`src/rtl/k005297_pgconv_abs2rel.sv`:
```
// Bit-serial absolute->relative page converter: three serial adders pick the relative page,
// which is latched at step PGW and replayed LSB-first during the next rotation.
module k005297_pgconv_abs2rel #(
  parameter int PGW      = 12,
  parameter int SPLIT    = 754,
  parameter int WRAP     = 1299,
  parameter int PG_COUNT = 2053
) (
  input  logic           i_MCLK,
  input  logic           i_RST_n,
  input  logic           i_CLK2M_PCEN_n,
  input  logic [19:0]    i_ROT20_n,
  input  logic           i_CONV_EN,
  input  logic           i_ABSPGCNTR_LSB,
  output logic           o_RELPG_LSB,
  output logic [PGW-1:0] o_RELPG,
  output logic           o_VALID,
  output logic           o_RANGE_ERR
);

  localparam logic [PGW-1:0] K_A = PGW'(WRAP);
  localparam logic [PGW-1:0] K_S = PGW'((1 << PGW) - SPLIT);
  localparam logic [PGW-1:0] K_E = PGW'((1 << PGW) - PG_COUNT);

  function automatic logic fa_sum(input logic a, input logic b, input logic c);
    return a ^ b ^ c;
  endfunction

  function automatic logic fa_carry(input logic a, input logic b, input logic c);
    return (a & b) | (a & c) | (b & c);
  endfunction

  logic [PGW-1:0] step_in;
  logic           in_phase, st_first, st_latch, st_clr, any_step, adv;
  logic           k_a_bit, k_s_bit, k_e_bit;

  logic           carry_a_q, carry_a_d;
  logic           carry_s_q, carry_s_d;
  logic           carry_e_q, carry_e_d;
  logic [PGW-1:0] cap_a_q, cap_a_d;
  logic [PGW-1:0] cap_s_q, cap_s_d;
  logic           en_ok_q, en_ok_d;
  logic [PGW-1:0] outsr_q, outsr_d;
  logic [PGW-1:0] relpg_q, relpg_d;
  logic           valid_q, valid_d;
  logic           err_q, err_d;
  logic [PGW-1:0] result;

  assign step_in  = ~i_ROT20_n[PGW-1:0];
  assign in_phase = |step_in;
  assign st_first = ~i_ROT20_n[0];
  assign st_latch = ~i_ROT20_n[PGW];
  assign st_clr   = ~i_ROT20_n[19];
  assign any_step = ~&i_ROT20_n;
  assign adv      = ~i_CLK2M_PCEN_n & any_step;

  // Constant bit k selected by the one-hot step, so no step counter is needed.
  assign k_a_bit = |(step_in & K_A);
  assign k_s_bit = |(step_in & K_S);
  assign k_e_bit = |(step_in & K_E);

  assign result = carry_e_q ? '0 : (carry_s_q ? cap_s_q : cap_a_q);

  always_comb begin
    carry_a_d = carry_a_q;
    carry_s_d = carry_s_q;
    carry_e_d = carry_e_q;
    cap_a_d   = cap_a_q;
    cap_s_d   = cap_s_q;
    en_ok_d   = en_ok_q;
    outsr_d   = outsr_q;
    relpg_d   = relpg_q;
    valid_d   = valid_q;
    err_d     = err_q;

    if (in_phase) begin
      carry_a_d = fa_carry(i_ABSPGCNTR_LSB, k_a_bit, carry_a_q);
      carry_s_d = fa_carry(i_ABSPGCNTR_LSB, k_s_bit, carry_s_q);
      carry_e_d = fa_carry(i_ABSPGCNTR_LSB, k_e_bit, carry_e_q);
      cap_a_d   = {fa_sum(i_ABSPGCNTR_LSB, k_a_bit, carry_a_q), cap_a_q[PGW-1:1]};
      cap_s_d   = {fa_sum(i_ABSPGCNTR_LSB, k_s_bit, carry_s_q), cap_s_q[PGW-1:1]};
      en_ok_d   = st_first ? i_CONV_EN : (en_ok_q & i_CONV_EN);
      outsr_d   = outsr_q >> 1;
    end

    // Final S carry means abspg >= SPLIT; final E carry means abspg is out of range.
    if (st_latch) begin
      if (en_ok_q) begin
        relpg_d = result;
        outsr_d = result;
        valid_d = 1'b1;
        err_d   = carry_e_q;
      end else begin
        valid_d = 1'b0;
        err_d   = 1'b0;
      end
    end

    if (st_clr) begin
      carry_a_d = 1'b0;
      carry_s_d = 1'b0;
      carry_e_d = 1'b0;
    end
  end

  always_ff @(posedge i_MCLK or negedge i_RST_n) begin
    if (!i_RST_n) begin
      carry_a_q <= 1'b0;
      carry_s_q <= 1'b0;
      carry_e_q <= 1'b0;
      cap_a_q   <= '0;
      cap_s_q   <= '0;
      en_ok_q   <= 1'b0;
      outsr_q   <= '0;
      relpg_q   <= '0;
      valid_q   <= 1'b0;
      err_q     <= 1'b0;
    end else if (adv) begin
      carry_a_q <= carry_a_d;
      carry_s_q <= carry_s_d;
      carry_e_q <= carry_e_d;
      cap_a_q   <= cap_a_d;
      cap_s_q   <= cap_s_d;
      en_ok_q   <= en_ok_d;
      outsr_q   <= outsr_d;
      relpg_q   <= relpg_d;
      valid_q   <= valid_d;
      err_q     <= err_d;
    end
  end

  assign o_RELPG_LSB = outsr_q[0];
  assign o_RELPG     = relpg_q;
  assign o_VALID     = valid_q;
  assign o_RANGE_ERR = err_q;

endmodule

```
`config.mk`:
```
export PLATFORM = sky130hd
export DESIGN_NAME = k005297_pgconv_abs2rel
export DESIGN_NICKNAME = d
export VERILOG_FILES = /design/src/rtl/k005297_pgconv_abs2rel.sv
export SDC_FILE = /design/constraint.sdc
export NUM_CORES = 1
export LEC_CHECK = 0
export BUFFER_PORTS_ARGS = -buffer_cell sky130_fd_sc_hd__buf_4
export CAP_MARGIN = 40
export CORE_MARGIN = 8
export CORE_UTILIZATION = 40
export DETAILED_ROUTE_END_ITERATION = 8
export GPL_ROUTABILITY_DRIVEN = 0
export PLACE_DENSITY = 0.61
export SLEW_MARGIN = 10
export SYNTH_ARGS = -nofsm -noshare
export SYNTH_HDL_FRONTEND = slang
export SYNTH_SLANG_ARGS = --single-unit
```
`constraint.sdc`:
```
create_clock -name i_MCLK -period 1.85 [get_ports i_MCLK]
set_clock_uncertainty 0.05 [all_clocks]
set_input_delay 0.185 -clock i_MCLK [delete_from_list [all_inputs] [get_ports i_MCLK]]
set_output_delay 0.185 -clock i_MCLK [all_outputs]
set_load 0.1 [all_outputs]
```
==> summary.md, run 1 <==
| Metric | Value |
|---|---|
| Buf/Inv on CP | `1` |
| Required arrival time at the worst endpoint | `2.00 ns` |
| Worst slew margin relative to its limit | `55.8%` |
| Post-Synthesis Mean Instance Area | `12.7 um^2` |
| Switching power total | `~1700 uW` |
| DPL Wire Length | `between 3 and 4 mm` |
| DR WL/cell | `14.7 um` |
| Final Total Pwr | `4090 uW` |
| Worst-margin pin slew | `0.663 ns` |
| Buffers on Ports | `33` |
| Number of nets in the synthesized netlist | `around 210` |
| Largest driver fanout on the critical path | `12` |
| Startpoint of the worst register-to-register path | `carry_s_q$_DFFE_PN0P_` |
| Maximum buffer depth of the clock tree | `2` |
| Kind of path behind the tightest hold check | `in2reg` |
| Floorplan Core Area | `0.00582 mm^2` |
| Crit path from | `carry_s_q$_DFFE_PN0P_` |
| Clk sink count | `54` |
| Synth Area in XOR/XNOR | `0%` |
| Via-to-Cell Ratio | `5.08` |
| Total negative slack | `0 ns` |
| Fill cell count | `561` |
| Clock latency on the worst-skew pair | `0.31 ns` |
| Number of antenna cells inserted | `0` |
| Fmax | `669 MHz` |
| Post-route ant nets | `0` |
| Portion of netlist area occupied by mux cells | `16.6%` |
| Antenna violations before repair | `0` |
| Synth Warn # | `0` |
| Remaining Overflow, GRT | `0` |
| Detailed-routed wire length on met2 | `2.23 mm` |
| Setup violation total in the final timing report | `0` |
| Via count of the first global-routing pass | `1,619` |
| Critical-path cell list | `buf_4 > mux2i_1 > nor2_1 > a221o_1` |
| H-tree depth reported by CTS | `2` |
| Sequential cell area | `0.00135 mm^2` |
| WL met3 | `130 um` |
| TritonCTS Buffers | `5` |
| Unrepaired setup endpoints after global routing | `no` |
| Total Wirelength | `4.40 mm` |
| Status | `finished, final reports clean` |
| Startpoint kind of the worst setup timing path | `register` |
| Dominant combinational cell family by area after synthesis | `multiplexers` |
| Multi-input gate area in the final layout | `946 um^2` |
| Root Buffer | `sky130_fd_sc_hd__clkbuf_8` |
| Element type at the critical path end | `register` |
| Critical setup path kind | `reg2reg` |
| Post-synthesis register bit count | `54` |
| Power share of the clock group | `about 17%` |
| Synth-to-layout area growth | `18.9%` |
| Drt pass-1 iters | `4` |
| Maximum number of pins on one net before global-route repair | `55` |
| Die Y-Extent | `92.7 um` |
| Cell count after synthesis | `185` |
| Top-level I/O count | `40` |
| Simple-gate area share of the yosys netlist | `11.9%` |
| 1st-iter DRT viols | `57` |
| Effective utilization at floorplan | `between 40% and 50%` |
| CP Data Arrival Time | `1.64 ns` |
| VDD IR max | `0.000843 V` |
| Leakage component of the power | `0.00134 uW` |
| Worst path top cell family by delay | `flip-flops` |
| Delay contributed by the slowest stage of the critical path | `around 0.42 ns` |
| Synthesized-area fraction occupied by ao, oa, aoi and oai cells | `around 10%` |
| Met1 layer wirelength in the final routing | `1.95 mm` |
| CTS-repair resized insts | `0` |
| Pwr dens | `between 1000 and 1500 mW/mm^2` |
| Number of distinct library cell variants in the gate-level netlist after synthesis | `30` |
| Share of layout cells above drive strength 1 | `34.4%` |
| Adder-cell share of the synthesized area | `1.70%` |
| Total number of vias | `1,520` |
| GRT Overall Usage | `11.4%` |
| DRC violations left | `0` |
| First-pass GRT wire length | `7.87 mm` |
| Hold path startpoint | `i_CONV_EN` |
| Synthesized area | `0.00235 mm^2` |
| Max-cap violation count | `0` |
| Clock-pin slew of the registers on the worst-case setup and hold paths | `roughly 0.10 ns` |
| Period utilization | `80.8%` |
| DIE AREA | `0.00859 mm^2` |
| Placement Rows | `28` |
| Nets | `between 200 and 300` |
| Switching share of power | `41.6%` |
| Proportion of synthesized chip area in sequential cells | `57.4%` |
| Post-route minimum period | `1.49 ns` |
| Count of pins over their slew limit | `0` |
| Width of the die | `roughly 93 um` |
| Share of power burned in registers | `44.2%` |
| Internal power component | `2390 uW` |
| Power share of the combinational group | `between 30% and 40%` |
| Final count of hold timing violations | `0` |
| Topmost layer with routed signal wires | `met4` |
| TritonCTS clock tree | `yes` |
| Slowest cell on the critical path | `sky130_fd_sc_hd__dfrtp_1` |
==> worst register-to-register path: stages (launching register included) <==
cell and delay (ns):
sky130_fd_sc_hd__dfrtp_1 0.42, sky130_fd_sc_hd__buf_4 0.27, sky130_fd_sc_hd__mux2i_1 0.29, sky130_fd_sc_hd__nor2_1 0.09
sky130_fd_sc_hd__a221o_1 0.27
==> per-layer routing <==
layer | vias up | GRT usage (%)
li1 | 744 | -
met1 | 753 | 13.4
met2 | 15 | 19.3
met3 | 8 | 2.43
met4 | 0 | 5.64
met5 | - | 0
==> cells in the final DEF, fill, tap and decap left out, drive strengths merged, types with 2 or more instances in the layout <==
cell type	instances
dfrtp	54
buf	38
mux2	24
nand2	20
nor2	17
mux2i	12
a21o	9
a221o	7
nand3	7
clkbuf	7
or3	4
o221a	4
and2	2
o21ai	2
fa	2
and3	2
and4	2
inv	2
==> layout make-up <==
cell class / count / share of cell area (%)
repair buffers: 39 / 11.0
well taps: 75 / 3.35
clock inverters: 1 / 0.313
inverters: 1 / 0.134
flip-flops and latches: 54 / 48.3
clock buffers: 7 / 3.09
multi-input cells: 122 / 33.8
==> cell families (layout without fill, tap and decap cells) <==
kind of cell	after synthesis	in the layout
simple gates	59	59
mux	36	36
fa+ha+maj	2	2
buf+inv	9	48
flops	54	54
compound gates	25	25
==> worst paths after layout <==
kind,slack [ns],to,depth (start not counted)
min,0.07,en_ok_q$_DFFE_PN0P_,2
max in group asynchronous,0.91,o_RELPG[0]$_DFFE_PN0P_,2
min reg2reg,0.44,o_RELPG[3]$_DFFE_PN0P_,2
max reg2reg,0.36,outsr_q[9]$_DFFE_PN0P_,4
min in group asynchronous,0.40,o_RELPG[10]$_DFFE_PN0P_,2
max,0.36,outsr_q[9]$_DFFE_PN0P_,4
==> synth_stat cells <==
cell / n / area share [%]
sky130_fd_sc_hd__nand3_1: 7 / 1.5
sky130_fd_sc_hd__and4_4: 1 / 0.48
sky130_fd_sc_hd__buf_6: 1 / 0.48
sky130_fd_sc_hd__dfrtp_1: 54 / 57
sky130_fd_sc_hd__or3_1: 4 / 1.1
sky130_fd_sc_hd__nand2_1: 20 / 3.2
sky130_fd_sc_hd__o32a_1: 1 / 0.43
sky130_fd_sc_hd__nand2b_1: 1 / 0.27
sky130_fd_sc_hd__mux2_2: 24 / 11
sky130_fd_sc_hd__o21ai_0: 2 / 0.43
sky130_fd_sc_hd__buf_4: 2 / 0.64
sky130_fd_sc_hd__a21o_1: 9 / 2.9
sky130_fd_sc_hd__a31oi_1: 1 / 0.27
sky130_fd_sc_hd__nand4_1: 1 / 0.27
sky130_fd_sc_hd__inv_1: 1 / 0.16
sky130_fd_sc_hd__nor2_2: 1 / 0.27
sky130_fd_sc_hd__o221a_2: 4 / 1.9
sky130_fd_sc_hd__fa_1: 2 / 1.7
sky130_fd_sc_hd__nor3_1: 1 / 0.21
sky130_fd_sc_hd__and3_2: 1 / 0.32
sky130_fd_sc_hd__a41oi_4: 1 / 1.2
sky130_fd_sc_hd__and3_1: 1 / 0.27
sky130_fd_sc_hd__a221o_1: 7 / 3.0
sky130_fd_sc_hd__mux2i_1: 12 / 5.1
sky130_fd_sc_hd__nor4_1: 1 / 0.27
sky130_fd_sc_hd__nor2_1: 16 / 2.6
sky130_fd_sc_hd__and2_1: 2 / 0.53
sky130_fd_sc_hd__nand3b_1: 1 / 0.32
sky130_fd_sc_hd__buf_2: 5 / 1.1
sky130_fd_sc_hd__and4_1: 1 / 0.37
==> through the flow <==
stage	setup slack (ns)	util (%)	std cells	cell area (um^2)	hold WS, ns
after floorplan	0.360	-	185	2350	-0.161
after global placement	0.166	46.3	290	2690	0.221
after detailed placement	0.160	46.3	290	2690	0.219
after CTS	0.357	48.1	299	2800	0.0590
after global routing	0.286	48.1	299	2800	0.0533
final	0.355	48.1	299	2800	0.0655
==> power groups by stage <==
| stage | Clock, uW | Sequential, uW | Combinational [uW] |
|---|---|---|---|
| 3_3_place_gp | 0 | 1820 | 1590 |
| 4_1_cts | 715 | 1810 | 1610 |
| 6_report | 688 | 1810 | 1590 |
| 3_5_place_dp | 0 | 1840 | 1610 |
| 2_1_floorplan | 0 | 2530 | 516 |
| 5_1_grt | 754 | 1870 | 1690 |
==> state kept, by name (all words and copies together), names as in the netlist <==
register     cells
o_VALID          1
outsr_q         12
o_RELPG         12
cap_a_q         12
o_RANGE_ERR      1
cap_s_q         12
carry_e_q        1
carry_s_q        1
carry_a_q        1
en_ok_q          1
==> timing repair <==
action | CTS | global route
hold buffers | 1 | 0
setup buffers | 0 | 0
endpoints found under the setup margin | 0 | 0
hold endpoints to repair | 54 | 0
Note: power is estimated with default switching activity, not from simulation.
==> run 2, diff against run 1 <==
--- a/config.mk
+++ b/config.mk
@@ -5,13 +5,14 @@
 export SDC_FILE = /design/constraint.sdc
 export NUM_CORES = 1
 export LEC_CHECK = 0
+export ABC_AREA = 1
 export BUFFER_PORTS_ARGS = -buffer_cell sky130_fd_sc_hd__buf_4
 export CAP_MARGIN = 40
 export CORE_MARGIN = 8
 export CORE_UTILIZATION = 40
 export DETAILED_ROUTE_END_ITERATION = 8
 export GPL_ROUTABILITY_DRIVEN = 0
-export PLACE_DENSITY = 0.61
+export PLACE_DENSITY = 0.6
 export SLEW_MARGIN = 10
 export SYNTH_ARGS = -nofsm -noshare
 export SYNTH_HDL_FRONTEND = slang
==> constraint.sdc (replaced) <==
create_clock -name i_MCLK -period 1.4 [get_ports i_MCLK]
set_clock_uncertainty 0.05 [all_clocks]
set_input_delay 0.14 -clock i_MCLK [delete_from_list [all_inputs] [get_ports i_MCLK]]
set_output_delay 0.14 -clock i_MCLK [all_outputs]
set_load 0.1 [all_outputs]
==> run 2 against run 1 <==
Net effect: largest cell class unchanged; clock power is 26% higher; non-clock buffer count rose by 18; combinational power up 15%; largest power group unchanged; sequential share of layout area down 7.7 points; register-to-register slack got worse by 0.31 ns; critical endpoint unchanged.
==> summary.md, run 2 <==
| Metric | Value |
|---|---|
| Status | `finished, final reports clean` |
| Post-synth top cells | `sky130_fd_sc_hd__nand2_1 (102), sky130_fd_sc_hd__dfrtp_1 (54), sky130_fd_sc_hd__nor2_1 (45), sky130_fd_sc_hd__inv_1 (31)` |
| Number of cells on the worst reg-to-reg path | `6 (+2)` |
| Dominant cell by count in the synthesized netlist | `sky130_fd_sc_hd__nand2_1` |
| Maximum number of pins on one net before global-route repair | `35 (-36%)` |
| Leakage component of the power | `0.00174 uW (+29%)` |
| Critical-path cell list | `buf_4 > o21ai_2 > a21oi_2 > or2_2 > nand3_1 > nand2_1` |
| DIE AREA | `0.00973 mm^2 (+13%)` |
| Antenna violations before repair | `0 (unchanged)` |
| Slowest cell on the critical path | `sky130_fd_sc_hd__dfrtp_1` |
| Max-cap violation count | `0 (unchanged)` |
| Global routing's busiest layer | `met2` |
| Hold path startpoint | `i_ROT20_n[0]` |
| DR WL/cell | `13.5 um (-8.5%)` |
| Remaining Overflow, GRT | `0 (unchanged)` |
| Count of pins over their slew limit | `0 (unchanged)` |
| Met1 usage in global routing | `18.7% (+5.3 points)` |
| Cell area after placement | `0.00322 mm^2 (+20%)` |
| Delay contributed by the slowest stage of the critical path | `0.40 ns (-0.02 ns)` |
| Final count of hold timing violations | `0 (unchanged)` |
| Nets | `424 (+70%)` |
| Worst slew margin relative to its limit | `78.6% (+23 points)` |
| Pwr dens | `1420 mW/mm^2 (-2.6%)` |
| Most frequent cells in the layout | `sky130_fd_sc_hd__nand2_1 (102), sky130_fd_sc_hd__dfrtp_1 (54), sky130_fd_sc_hd__buf_4 (52), sky130_fd_sc_hd__nor2_1 (44), sky130_fd_sc_hd__inv_1 (30)` |
| Reg2Reg Capture Point | `outsr_q[9]$_DFFE_PN0P_` |
| Largest driver fanout on the critical path | `14 (+2)` |
| First-pass GRT wire length | `11.3 mm (+43%)` |
| Library cell occupying the most area in the post-synthesis netlist | `sky130_fd_sc_hd__dfrtp_1` |
| Required arrival time at the worst endpoint | `1.56 ns (-0.44 ns)` |
| Via count of the first global-routing pass | `2,371 (+46%)` |
| Multi-input gate area in the final layout | `0.00120 mm^2 (+27%)` |
| Total Wirelength | `6.42 mm (+46%)` |
| Top-level I/O count | `40 (unchanged)` |
| Placed instance count | `469 (+62%)` |
| Worst-margin pin slew | `0.320 ns (-0.342 ns)` |
| Post-route ant nets | `0 (unchanged)` |
| Clock latency on the worst-skew pair | `0.31 ns (about the same)` |
| Count of flip-flops with a built-in enable after synthesis | `0 (unchanged)` |
| Top FF cell, synth | `sky130_fd_sc_hd__dfrtp_1` |
| Cell count after synthesis | `346 (+87%)` |
| DRC violations left | `0 (unchanged)` |
| Number of antenna cells inserted | `0 (unchanged)` |
| Unrepaired setup endpoints after global routing | `yes` |
| Root Buffer | `sky130_fd_sc_hd__clkbuf_8` |
| Startpoint of the worst register-to-register path | `carry_s_q$_DFFE_PN0P_` |
| Area share of the largest cell type after synthesis | `49.5% (-8.0 points)` |
| TritonCTS Buffers | `5 (unchanged)` |
| Floorplan Core Area | `0.00672 mm^2 (+16%)` |
| Via-to-Cell Ratio | `4.94 (-2.8%)` |
| Synth-to-layout area growth | `21.9%` |
| DPL Wire Length | `4.81 mm (+49%)` |
| H-tree depth reported by CTS | `2 (unchanged)` |
| Maximum buffer depth of the clock tree | `2 (unchanged)` |
| Clk sink count | `54 (unchanged)` |
| Post-route minimum period | `1.35 ns (-0.143 ns)` |
| Total number of vias | `2,357 (+55%)` |
| Number of distinct library cell variants in the gate-level netlist after synthesis | `24 (-20%)` |
| Startpoint kind of the worst setup timing path | `register` |
| Width of the die | `98.7 um (+6.4%)` |
| Most area-consuming cells after synthesis | `sky130_fd_sc_hd__dfrtp_1 (49%), sky130_fd_sc_hd__nand2_1 (14%), sky130_fd_sc_hd__nor2_1 (6.2%)` |
| 1st-iter DRT viols | `103 (+81%)` |
| Drt pass-1 iters | `4 (unchanged)` |
| Placement Rows | `30 (+7.1%)` |
| Worst hold path stage count | `4 (+2)` |
| Setup violation total in the final timing report | `0 (unchanged)` |
| Fmax | `740 MHz (+11%)` |
| Met3 layer usage reported by global route | `2.61% (+0.18 points)` |
| VDD IR max | `0.000469 V (-44%)` |
| Share of layout cells above drive strength 1 | `22.4% (-12 points)` |
| Period utilization | `96.6% (+16 points)` |
| End of the worst hold path | `en_ok_q$_DFFE_PN0P_` |
| Effective utilization at floorplan | `40.7% (+0.22 points)` |
| Final Non-Filler Cells | `477 (+60%)` |
| Critical setup path kind | `reg2reg` |
| Proportion of synthesized chip area in sequential cells | `49.5% (-8.0 points)` |
| Crit path from | `carry_s_q$_DFFE_PN0P_` |
| GRT Overall Usage | `14.2% (+2.8 points)` |
| Synth Warn # | `0 (unchanged)` |
| Reg2Reg Setup Slack | `0.05 ns (-0.31 ns)` |
| Die Y-Extent | `98.7 um (+6.4%)` |
| Element type at the critical path end | `register` |
| Kind of path behind the tightest hold check | `in2reg` |
| Fill cell count | `635 (+13%)` |
| Met2 global-route usage | `22.8% (+3.5 points)` |
| Number of nets in the synthesized netlist | `373 (+76%)` |
| Synthesized area | `0.00273 mm^2 (+16%)` |
| Post-Synthesis Mean Instance Area | `7.90 um^2 (-38%)` |
| CP Data Arrival Time | `1.51 ns (-0.13 ns)` |
| Clock-pin slew of the registers on the worst-case setup and hold paths | `0.09 ns (about the same)` |
| Most common cell after layout, fill and taps aside | `sky130_fd_sc_hd__nand2_1` |
| TritonCTS clock tree | `yes` |
| Final std cell area, no fill | `0.00333 mm^2 (+19%)` |
| Post-synthesis register bit count | `54 (unchanged)` |
| Sequential cell area | `0.00135 mm^2 (unchanged)` |
| Async SR Flop Fraction | `100% (unchanged)` |
| Buffers on Ports | `39 (+18%)` |
run 2: timing repair:
item | CTS | global route
setup endpoints to repair | 0 | 20
hold buffers | 1 | 0
hold endpoints to repair | 54 | 0
resized for setup | 0 | 12
buffers inserted | 0 | 0
run 2: per-layer routing:
metal  wire length (um)  vias to the layer above
met1               3080                     1123
li1                   -                     1195
met5                  0                        -
met3                228                        6
met2               3030                       33
met4                 87                        0
run 2: cell families after synthesis:
group / Yosys count / synth area share [%]
buffers and inverters: 45 / 7.37
DFF: 54 / 49.5
adders and majority gates: 2 / 1.47
and+or+nand+nor: 190 / 30.3
AOI/OAI and AO/OA: 55 / 11.4
run 2: report_power, final:
part | switching, uW | leakage (uW) | internal, uW | total (uW)
combinational | 1340 | 0.00102 | 491 | 1830
clock | 523 | 0.0000444 | 347 | 870
sequential | 186 | 0.000677 | 1850 | 2040
run 2: metrics by stage:
step           hold slack (ns)  power, uW  TNS, ns  utilization, %  worst slack, ns
3_3_place_gp            0.0102       3870        0            48.0           0.0376
3_5_place_dp           0.00987       3890        0            48.0           0.0267
5_1_grt                 0.0740       5000   -0.263            49.6          -0.0840
6_report                0.0726       4740        0            49.6           0.0480
4_1_cts                 0.0665       4750        0            49.3          0.00940
2_1_floorplan           -0.206       3350        0               -           0.0775
run 2: layout make-up:
cell class	count	share of cell area, %
flip-flops and latches	54	40.6
multi-input cells	247	35.9
repair buffers	57	14.4
inverters	32	3.60
well taps	80	3.00
clock buffers	5	2.07
clock inverters	2	0.413
run 2: critical path, delay by kind of cell (launching register included):
| kind | cells | cell delay, ns |
|---|---|---|
| AO/OA/AOI/OAI | 2 | 0.21 |
| buffers and inverters | 1 | 0.19 |
| flip-flops | 1 | 0.40 |
| AND/OR/NAND/NOR | 3 | 0.40 |
run 2: worst max path at each step:
stage | to | slack [ns] | cells after the start
floorplan | outsr_q[0]$_DFFE_PN0P_ | 0.08 | 4
global placement | outsr_q[10]$_DFFE_PN0P_ | 0.04 | 10
detailed placement | outsr_q[9]$_DFFE_PN0P_ | 0.03 | 6
CTS | outsr_q[9]$_DFFE_PN0P_ | 0.009 | 6
global route | outsr_q[11]$_DFFE_PN0P_ | -0.08 | 5
finish | outsr_q[9]$_DFFE_PN0P_ | 0.05 | 6
==> run 3, diff against run 2 <==
--- a/config.mk
+++ b/config.mk
@@ -12,6 +12,7 @@
 export CORE_UTILIZATION = 40
 export DETAILED_ROUTE_END_ITERATION = 8
 export GPL_ROUTABILITY_DRIVEN = 0
+export HOLD_SLACK_MARGIN = 0.08
 export PLACE_DENSITY = 0.6
 export SLEW_MARGIN = 10
 export SYNTH_ARGS = -nofsm -noshare
==> run 3 against run 2 <==
Net effect: die area is the same; sequential power barely moved; clock power about the same; critical path depth is the same; clock-buffer cell count unchanged; maximum frequency down 0.18%; sequential share of layout area fell by 0.36 points; global-route usage rose by 0.090 points; worst setup slack worse by 0.0024 ns.
==> summary.md, run 3 (synthesis gave the netlist of run 2 again) <==
| Metric | Value |
|---|---|
| H-tree depth reported by CTS | `2 (unchanged)` |
| Count of pins over their slew limit | `0 (unchanged)` |
| Placed instance count | `469 (unchanged)` |
| Placement Rows | `30 (unchanged)` |
| Maximum buffer depth of the clock tree | `2 (unchanged)` |
| Fill cell count | `636 (+0.16%)` |
| First-pass GRT wire length | `11.3 mm (+0.61%)` |
| Delay contributed by the slowest stage of the critical path | `0.40 ns (about the same)` |
| Clock-pin slew of the registers on the worst-case setup and hold paths | `0.09 ns (about the same)` |
| Fin util | `50.0% (+0.45 points)` |
| Nets | `427 (+0.71%)` |
| Clock latency on the worst-skew pair | `0.31 ns (about the same)` |
| Worst slew margin relative to its limit | `78.6% (about the same)` |
| End of the worst hold path | `en_ok_q$_DFFE_PN0P_` |
| Number of antenna cells inserted | `0 (unchanged)` |
| Remaining Overflow, GRT | `0 (unchanged)` |
| DR WL/cell | `13.4 um (-0.35%)` |
| Pwr dens | `1410 mW/mm^2 (-0.76%)` |
| Floorplan Core Area | `0.00672 mm^2 (unchanged)` |
| Via-to-Cell Ratio | `4.91 (-0.67%)` |
| CP Data Arrival Time | `1.51 ns (about the same)` |
| Maximum number of pins on one net before global-route repair | `35 (unchanged)` |
| Period utilization | `96.7% (+0.17 points)` |
| Unrepaired setup endpoints after global routing | `yes` |
| Startpoint of the worst register-to-register path | `carry_s_q$_DFFE_PN0P_` |
| Element type at the critical path end | `register` |
| Number of cells on the worst reg-to-reg path | `6 (unchanged)` |
| Status | `finished, final reports clean` |
| Fmax | `738 MHz (-0.18%)` |
| Total number of vias | `2,356 (-0.042%)` |
| 1st-iter DRT viols | `100 (-2.9%)` |
| Stages on worst setup path | `6 (unchanged)` |
| Most frequent cells in the layout | `sky130_fd_sc_hd__nand2_1 (102), sky130_fd_sc_hd__dfrtp_1 (54), sky130_fd_sc_hd__buf_4 (52), sky130_fd_sc_hd__nor2_1 (44), sky130_fd_sc_hd__inv_1 (30)` |
| Max-cap violation count | `0 (unchanged)` |
| Total Wirelength | `6.44 mm (+0.28%)` |
| Buf/Inv on CP | `1 (unchanged)` |
| Startpoint kind of the worst setup timing path | `register` |
| Top-level I/O count | `40 (unchanged)` |
| Worst hold slack across all endpoints | `0.0909 ns (+0.0183 ns)` |
| Kind of path behind the tightest hold check | `in2reg` |
| Leakage component of the power | `0.00175 uW (+0.72%)` |
| Share of layout cells above drive strength 1 | `22.3% (-0.17 points)` |
| DPL Wire Length | `4.81 mm (unchanged)` |
| Reg2Reg Capture Point | `outsr_q[9]$_DFFE_PN0P_` |
| DRC violations left | `0 (unchanged)` |
| Root Buffer | `sky130_fd_sc_hd__clkbuf_8` |
| Reg2Reg Setup Slack | `0.05 ns (about the same)` |
| TritonCTS Buffers | `5 (unchanged)` |
| Critical-path cell list | `buf_4 > o21ai_2 > a21oi_2 > or2_2 > nand3_1 > nand2_1` |
| DIE AREA | `0.00973 mm^2 (unchanged)` |
| Slowest cell on the critical path | `sky130_fd_sc_hd__dfrtp_1` |
| Clk sink count | `54 (unchanged)` |
| Antenna violations before repair | `0 (unchanged)` |
| Worst path top cell family by delay | `flip-flops` |
| Final count of hold timing violations | `0 (unchanged)` |
| VDD IR max | `0.000468 V (-0.13%)` |
| Post-CTS Repair Setup Buffers | `0 (unchanged)` |
| Via count of the first global-routing pass | `2,386 (+0.63%)` |
| Die Y-Extent | `98.7 um (unchanged)` |
| Post-route minimum period | `1.35 ns (+0.00239 ns)` |
| Final Non-Filler Cells | `480 (+0.63%)` |
| Drt pass-1 iters | `4 (unchanged)` |
| Width of the die | `98.7 um (unchanged)` |
| Required arrival time at the worst endpoint | `1.56 ns (about the same)` |
| Synth-to-layout area growth | `23.0%` |
| Effective utilization at floorplan | `40.7% (unchanged)` |
| Largest driver fanout on the critical path | `14 (unchanged)` |
| Most common cell after layout, fill and taps aside | `sky130_fd_sc_hd__nand2_1` |
| Critical setup path kind | `reg2reg` |
| Worst-margin pin slew | `0.321 ns (+0.000799 ns)` |
| Setup violation total in the final timing report | `0 (unchanged)` |
| Post-route ant nets | `0 (unchanged)` |
| Buffers on Ports | `39 (unchanged)` |
| GRT Overall Usage | `14.3% (+0.090 points)` |
| TritonCTS clock tree | `yes` |
| Worst hold path stage count | `3 (-1)` |
| Hold path startpoint | `i_CONV_EN` |
-- run 3: cell types whose count changed in the layout (fill, tap and decap cells not counted) --
cell / previous run / this run
sky130_fd_sc_hd__dlygate4sd3_1: 1 / 4
-- run 3: power breakdown --
group	internal [uW]	total, uW	leakage (uW)	switching [uW]
sequential	1850	2040	0.000677	186
clock	347	868	0.0000444	521
combinational	497	1840	0.00103	1350
-- run 3: what timing repair did --
action,CTS,global route
hold buffers,4,0
endpoints found under the hold margin,57,0
endpoints found under the setup margin,0,20
resized for setup,0,12
-- run 3: area by class of cell --
type / instances / area, um^2 / share of cell area [%]
Sequential cell: 54 / 1350 / 40.2
Multi-Input combinational cell: 247 / 1200 / 35.6
Timing Repair Buffer: 60 / 510 / 15.2
Inverter: 32 / 120 / 3.57
Tap cell: 80 / 100 / 2.98
Clock buffer: 5 / 68.8 / 2.05
Clock inverter: 2 / 13.8 / 0.409
-- run 3: how the worst max path moves through the flow --
stage,startpoint,endpoint
finish,carry_s_q$_DFFE_PN0P_,outsr_q[9]$_DFFE_PN0P_
global route,carry_s_q$_DFFE_PN0P_,outsr_q[11]$_DFFE_PN0P_
CTS,carry_s_q$_DFFE_PN0P_,outsr_q[9]$_DFFE_PN0P_
detailed placement,carry_s_q$_DFFE_PN0P_,outsr_q[9]$_DFFE_PN0P_
global placement,i_ROT20_n[0],outsr_q[10]$_DFFE_PN0P_
floorplan,outsr_q[0]$_DFFE_PN0P_,outsr_q[0]$_DFFE_PN0P_
-- run 3: layer usage --
layer	global-route usage (%)	wire length, um	vias up
met5	0	0	-
met4	4.96	87	0
met3	2.61	174	5
met2	23.0	3000	34
met1	18.8	3180	1115
li1	-	-	1202
-- run 3: tightest hold or removal path: cells and delay by family --
family                 cells  cell delay, ns
AO/OA/AOI/OAI              1            0.14
buffers and inverters      1            0.08
AND/OR/NAND/NOR            1            0.04
-- run 3: stage by stage --
stage | TNS [ns] | setup WS, ns | cell area (um^2) | power [uW]
floorplan | 0 | 0.0775 | 2730 | 3350
global placement | 0 | 0.0376 | 3220 | 3870
detailed placement | 0 | 0.0267 | 3220 | 3890
CTS | 0 | 0.00940 | 3340 | 4760
global route | -0.263 | -0.0840 | 3360 | 5010
finish | 0 | 0.0456 | 3360 | 4750
